<file path="config.mk">
export PLATFORM = sky130hd
export DESIGN_NAME = execute_stage
export DESIGN_NICKNAME = d
export VERILOG_FILES = /design/src/rtl/pipeline_pkg.sv /design/src/rtl/seq_multiplier.sv /design/src/rtl/execute_stage.sv
export SDC_FILE = /design/constraint.sdc
export NUM_CORES = 1
export LEC_CHECK = 0
export CORE_ASPECT_RATIO = 1.25
export CORE_MARGIN = 2
export CORE_UTILIZATION = 45
export CTS_BUF_LIST = sky130_fd_sc_hd__clkbuf_4 sky130_fd_sc_hd__clkbuf_8
export CTS_CLUSTER_SIZE = 10
export DETAILED_ROUTE_END_ITERATION = 6
export PLACE_DENSITY_LB_ADDON = 0.2
export SLEW_MARGIN = 10
export SYNTH_ARGS = -nofsm -noshare
export SYNTH_HDL_FRONTEND = slang
export SYNTH_SLANG_ARGS = --single-unit
</file>
<file path="constraint.sdc">
create_clock -name clock -period 11.2 [get_ports clock]
set_clock_uncertainty 0.2 [all_clocks]
set_input_delay 2.24 -clock clock [delete_from_list [all_inputs] [get_ports clock]]
set_output_delay 2.24 -clock clock [all_outputs]
set_load 0.005 [all_outputs]
</file>
<file path="src/rtl/pipeline_pkg.sv">
// Shared definitions for the 16-bit pipeline: opcodes, default widths and
// the EX-stage multiplier state encoding.
package pipeline_pkg;

    localparam int DATA_W_DEF = 16;
    localparam int OP_W_DEF   = 4;

    localparam int OP_NOP  = 0;
    localparam int OP_ADD  = 1;
    localparam int OP_SUB  = 2;
    localparam int OP_AND  = 3;
    localparam int OP_OR   = 4;
    localparam int OP_SLT  = 5;
    localparam int OP_ADDI = 6;
    localparam int OP_MUL  = 7;

    typedef enum logic {
        EX_IDLE = 1'b0,
        EX_BUSY = 1'b1
    } ex_state_t;

endpackage

</file>
<file path="src/rtl/seq_multiplier.sv">
// Iterative shift-add multiplier: one partial-product step per cycle, DATA_W
// steps per operation, keeping only the low DATA_W product bits.
module seq_multiplier
    import pipeline_pkg::*;
#(
    parameter int DATA_W = DATA_W_DEF
) (
    input  logic              clock,
    input  logic              reset,
    input  logic              abort,
    input  logic              start,
    input  logic [DATA_W-1:0] a,
    input  logic [DATA_W-1:0] b,
    output logic              busy,
    output logic              done,
    output logic [DATA_W-1:0] product
);

    localparam int CNT_W = (DATA_W > 1) ? $clog2(DATA_W) : 1;
    localparam logic [CNT_W-1:0] LAST_ITER = CNT_W'(DATA_W - 1);

    ex_state_t         state_q, state_d;
    logic [CNT_W-1:0]  cnt_q, cnt_d;
    logic [DATA_W-1:0] acc_q, acc_d;
    logic [DATA_W-1:0] mcand_q, mcand_d;
    logic [DATA_W-1:0] mplier_q, mplier_d;

    always_ff @(posedge clock) begin
        if (reset) begin
            state_q  <= EX_IDLE;
            cnt_q    <= '0;
            acc_q    <= '0;
            mcand_q  <= '0;
            mplier_q <= '0;
        end else begin
            state_q  <= state_d;
            cnt_q    <= cnt_d;
            acc_q    <= acc_d;
            mcand_q  <= mcand_d;
            mplier_q <= mplier_d;
        end
    end

    always_comb begin
        state_d  = state_q;
        cnt_d    = cnt_q;
        acc_d    = acc_q;
        mcand_d  = mcand_q;
        mplier_d = mplier_q;
        done     = 1'b0;
        case (state_q)
            EX_IDLE: begin
                if (start) begin
                    acc_d    = '0;
                    mcand_d  = a;
                    mplier_d = b;
                    cnt_d    = '0;
                    state_d  = EX_BUSY;
                end
            end
            EX_BUSY: begin
                if (mplier_q[0])
                    acc_d = acc_q + mcand_q;
                mcand_d  = mcand_q << 1;
                mplier_d = mplier_q >> 1;
                cnt_d    = cnt_q + 1'b1;
                if (cnt_q == LAST_ITER) begin
                    done    = 1'b1;
                    cnt_d   = '0;
                    state_d = EX_IDLE;
                end
            end
            default: state_d = EX_IDLE;
        endcase
        // An abort kills the operation outright; no partial product escapes.
        if (abort) begin
            state_d = EX_IDLE;
            cnt_d   = '0;
            done    = 1'b0;
        end
    end

    // The final accumulation is exposed in the same cycle as done.
    assign product = acc_d;
    assign busy    = (state_q == EX_BUSY);

endmodule

</file>
<file path="src/rtl/execute_stage.sv">
// EX stage: single-cycle ALU ops register straight into EX/MEM; MUL runs on
// the sequential multiplier and holds ID/EX via stall_out until it completes.
module execute_stage
    import pipeline_pkg::*;
#(
    parameter int DATA_W = DATA_W_DEF,
    parameter int OP_W   = OP_W_DEF
) (
    input  logic              clock,
    input  logic              reset,
    input  logic              flush,
    input  logic              valid_in,
    input  logic [OP_W-1:0]   opcode_in,
    input  logic [DATA_W-1:0] operand_a,
    input  logic [DATA_W-1:0] operand_b,
    input  logic [31:0]       imm_in,
    output logic              stall_out,
    output logic              valid_out,
    output logic [OP_W-1:0]   opcode_out,
    output logic [DATA_W-1:0] result_out
);

    logic              valid_q, valid_d;
    logic [OP_W-1:0]   opcode_q, opcode_d;
    logic [DATA_W-1:0] result_q, result_d;

    logic [DATA_W-1:0] alu_res;
    logic              alu_op;
    logic              mul_op;
    logic              mul_start;
    logic              mul_busy;
    logic              mul_done;
    logic [DATA_W-1:0] mul_product;
    logic              unused_imm;

    assign unused_imm = ^imm_in[31:DATA_W];

    always_comb begin
        alu_res = '0;
        alu_op  = 1'b1;
        mul_op  = 1'b0;
        case (opcode_in)
            OP_W'(OP_ADD):  alu_res = operand_a + operand_b;
            OP_W'(OP_SUB):  alu_res = operand_a - operand_b;
            OP_W'(OP_AND):  alu_res = operand_a & operand_b;
            OP_W'(OP_OR):   alu_res = operand_a | operand_b;
            OP_W'(OP_SLT):  alu_res = {{(DATA_W-1){1'b0}},
                                       ($signed(operand_a) < $signed(operand_b))};
            OP_W'(OP_ADDI): alu_res = operand_a + imm_in[DATA_W-1:0];
            OP_W'(OP_MUL):  begin
                alu_op = 1'b0;
                mul_op = 1'b1;
            end
            default:        alu_op = 1'b0;
        endcase
    end

    always_comb begin
        valid_d   = 1'b0;
        opcode_d  = opcode_q;
        result_d  = result_q;
        mul_start = 1'b0;
        if (!flush) begin
            if (mul_busy) begin
                // Upstream inputs are held but ignored while the multiplier runs.
                if (mul_done) begin
                    valid_d  = 1'b1;
                    opcode_d = OP_W'(OP_MUL);
                    result_d = mul_product;
                end
            end else if (valid_in) begin
                if (alu_op) begin
                    valid_d  = 1'b1;
                    opcode_d = opcode_in;
                    result_d = alu_res;
                end else if (mul_op) begin
                    mul_start = 1'b1;
                end
            end
        end
    end

    always_ff @(posedge clock) begin
        if (reset) begin
            valid_q  <= 1'b0;
            opcode_q <= '0;
            result_q <= '0;
        end else begin
            valid_q  <= valid_d;
            opcode_q <= opcode_d;
            result_q <= result_d;
        end
    end

    seq_multiplier #(
        .DATA_W (DATA_W)
    ) u_mul (
        .clock   (clock),
        .reset   (reset),
        .abort   (flush),
        .start   (mul_start),
        .a       (operand_a),
        .b       (operand_b),
        .busy    (mul_busy),
        .done    (mul_done),
        .product (mul_product)
    );

    // busy is a register decode, so stall rises the cycle after MUL acceptance.
    assign stall_out  = mul_busy;
    assign valid_out  = valid_q;
    assign opcode_out = opcode_q;
    assign result_out = result_q;

endmodule

</file>
==> flow_metrics.env <==
export IMPL_status="complete, no violations"
export IMPL_layout_setup_ws_ns=4.71
export IMPL_cts_setup_buffers=0
export IMPL_end_kind="flip-flop"
export IMPL_via_per_inst=5.66
export IMPL_synth_cells=807
export IMPL_min_period_over_period=0.580
export IMPL_fmax_mhz=154
export IMPL_worstSetupPathType="in2reg"
export IMPL_cp_endpoint="result_out[12]$_SDFFE_PP0P_"
export IMPL_r2r_end="result_out[15]$_SDFFE_PP0P_"
export IMPL_holdWs_ns=0.260
export IMPL_dieArea_um2=14800
export IMPL_area_growth_pct=18.0
export IMPL_cp_start_kind="input pin"
export IMPL_slew_violations=0
export IMPL_finalCriticalPeriod_ns=6.49
export IMPL_first_pass_iters=5
export IMPL_syn_nets=964
export IMPL_startpoint="opcode_in[2]"
export IMPL_wirelength_mm=17.8
export IMPL_r2r_start="u_mul.mcand_q[1]$_SDFFE_PP0P_"
export IMPL_fp_dieW_um=109
export IMPL_worst_r2r_path_depth=10
export IMPL_vias=5893
export IMPL_ctsResizeCount=0
export IMPL_wl_per_cell_um=17.1
export IMPL_overflow=0
export IMPL_cts_buffers=9
export IMPL_grt_pass1_wl_mm=28.4
export IMPL_cts_tree="done"
export IMPL_ctsLongestPathBuffers=2
export IMPL_grt_max_degree=71
export IMPL_setup_tns_ns=0
export IMPL_cts_root_buf="clkbuf_8"
export IMPL_hpwlAfterDp_mm=13.1
export IMPL_dpl_cell_count=1025
export IMPL_ys_ff_latch=74
export IMPL_ir_drop_v=0.0000778
export IMPL_io_buffers=77
export IMPL_cp_max_fo=32
export IMPL_tightest_slew_ns=0.798
export IMPL_fin_util=0.536
export IMPL_post_route_cell_area_um2=7340
export IMPL_synth_area_um2=6220
export IMPL_cts_sinks=74
export IMPL_p_leak_nw=2.95
export IMPL_diodes=0
export IMPL_core_um2=13700
export IMPL_worstHoldPathType="reg2reg"
export IMPL_power_density_nw_per_um2=93.8
export IMPL_ys_async_sr_fraction=0
export IMPL_hold_buffers=0
export IMPL_globalplace_congestion=0.881
export IMPL_fillCellCount=1338
export IMPL_start_util=0.455
export IMPL_yosys_warnings=0
export IMPL_rows=48
export IMPL_clock_latency_ns=0.38
export IMPL_maxCapViolCount=0
export IMPL_r2r_slack_ns=8.31
export IMPL_synth_edf_count=0
export IMPL_rsz0062_at_grt="false"
export IMPL_htree_levels=3
export IMPL_nets=1018
export IMPL_required_ns=11.29
export IMPL_critPathArrivalTime_ns=6.58
export IMPL_drive_gt1_frac=0.0566
export IMPL_die_y_um=135
export IMPL_placed_cell_area_um2=7120
export IMPL_slew_headroom=0.467
export IMPL_timing_final_setup_violations=0
export IMPL_clkSlewWorstSetupHoldPaths_ns=0.09
export IMPL_synth_seq_area_share=0.238
export IMPL_pin_count=94
export IMPL_synthFlopType="dfxtp_1"
export IMPL_report_power_total_mw=0.689
export IMPL_antenna_found_initial=0
export IMPL_dp_slack_ns=4.42
export IMPL_grt_pass1_vias=5756
export IMPL_stdcell_count=1041
export IMPL_drc=0
export IMPL_hold_violations=0
export IMPL_ys_types=70
export IMPL_avgSynthCellArea_um2=7.71
export IMPL_ant_nets=0
export IMPL_drt_iter0_drc=362
export IMPL_grt_use_total=0.245
[worst min-delay path by stage]
stage,from,depth (start not counted),end
floorplan,u_mul.mplier_q[10]$_SDFFE_PP0P_,2,u_mul.mplier_q[10]$_SDFFE_PP0P_
global placement,u_mul.mplier_q[1]$_SDFFE_PP0P_,2,u_mul.mplier_q[1]$_SDFFE_PP0P_
detailed placement,u_mul.mplier_q[6]$_SDFFE_PP0P_,2,u_mul.mplier_q[6]$_SDFFE_PP0P_
CTS,u_mul.mplier_q[6]$_SDFFE_PP0P_,2,u_mul.mplier_q[6]$_SDFFE_PP0P_
global route,u_mul.mplier_q[4]$_SDFFE_PP0P_,2,u_mul.mplier_q[4]$_SDFFE_PP0P_
finish,u_mul.mplier_q[8]$_SDFFE_PP0P_,2,u_mul.mplier_q[8]$_SDFFE_PP0P_
[per-layer routing]
metal / global-route usage / vias to the layer above / routed length (um)
met4: 0.0823 / 0 / 352
li1: - / 2982 / -
met3: 0.0265 / 23 / 536
met1: 0.303 / 2782 / 7940
met2: 0.438 / 106 / 8940
met5: 0 / - / 0
[critical path: stages]
cell	delay [ns]
clkdlybuf4s50_1	0.68
and3b_1	0.22
nor2b_2	0.13
buf_4	0.35
nand2_1	0.10
o21ai_0	0.10
ha_1	0.24
inv_1	0.07
fa_1	0.44
nand3b_1	0.21
a211oi_1	0.38
o41a_1	0.25
a21oi_1	0.13
o21a_1	0.20
xor2_1	0.14
o221ai_1	0.28
a21oi_1	0.14
a211oi_1	0.27
[cells in the mapped netlist, types with 11 or more instances]
cell | instances | area share
nand2_1 | 91 | 0.055
a21oi_1 | 82 | 0.066
ha_1 | 82 | 0.16
nor2_1 | 81 | 0.049
dfxtp_1 | 74 | 0.24
inv_1 | 50 | 0.030
clkbuf_1 | 36 | 0.022
o21ai_0 | 32 | 0.026
a22oi_1 | 30 | 0.036
xnor2_1 | 22 | 0.031
nor2b_1 | 19 | 0.019
nor3_1 | 17 | 0.014
xor2_1 | 15 | 0.021
a21o_1 | 11 | 0.013
o21ai_1 | 11 | 0.0088
[power breakdown]
part | switching (mW) | internal, mW | leakage (nW)
combinational | 0.0940 | 0.0779 | 2.24
clock | 0.118 | 0.129 | 0.114
sequential | 0.00251 | 0.267 | 0.599
total | 0.215 | 0.474 | 2.95
[sequential cells by signal, indices dropped and copies added, names as in the netlist]
| signal | cells |
|---|---|
| u_mul.cnt_q | 4 |
| u_mul.busy | 1 |
| u_mul.mplier_q | 16 |
| u_mul.acc_q | 16 |
| valid_out | 1 |
| result_out | 16 |
| opcode_out | 4 |
| u_mul.mcand_q | 16 |
[logic make-up (layout without fill, tap and decap cells)]
kind of cell,Yosys count,after routing,share of synthesized area
simple gates,259,259,0.193
compound gates,248,248,0.266
buf+inv,93,152,0.0575
fa+ha+maj,85,85,0.174
flops,74,74,0.238
xor+xnor,37,37,0.0521
mux,11,11,0.0185
[cell type report]
| class | count | area (um^2) | share of cell area |
|---|---|---|---|
| sequential | 74 | 1480 | 0.202 |
| inverter | 51 | 191 | 0.0261 |
| multi-input combinational | 640 | 4410 | 0.600 |
| timing repair buffer | 85 | 826 | 0.112 |
| clock buffer | 10 | 131 | 0.0179 |
| clock inverter | 6 | 87.6 | 0.0119 |
| tap | 175 | 219 | 0.0298 |
[cell usage in the layout (no fill, tap or decap), types with 5 or more instances in the layout]
master and n:
a211oi_1 9, a21o_1 11, a21oi_1 82, a221oi_1 9, a22oi_1 30, a311oi_1 10, a31oi_1 5, buf_4 8
clkbuf_8 9, clkdlybuf4s50_1 76, dfxtp_1 73, ha_1 82, inv_1 50, mux2i_1 7, nand2_1 91, nand2b_1 8
nand3_1 5, nor2_1 80, nor2b_1 17, nor3_1 17, nor3b_1 8, o211ai_1 7, o21ai_0 32, o21ai_1 11
o221ai_1 8, or3_1 5, xnor2_1 22, xor2_1 15
Power figures use the tool's default switching activity.
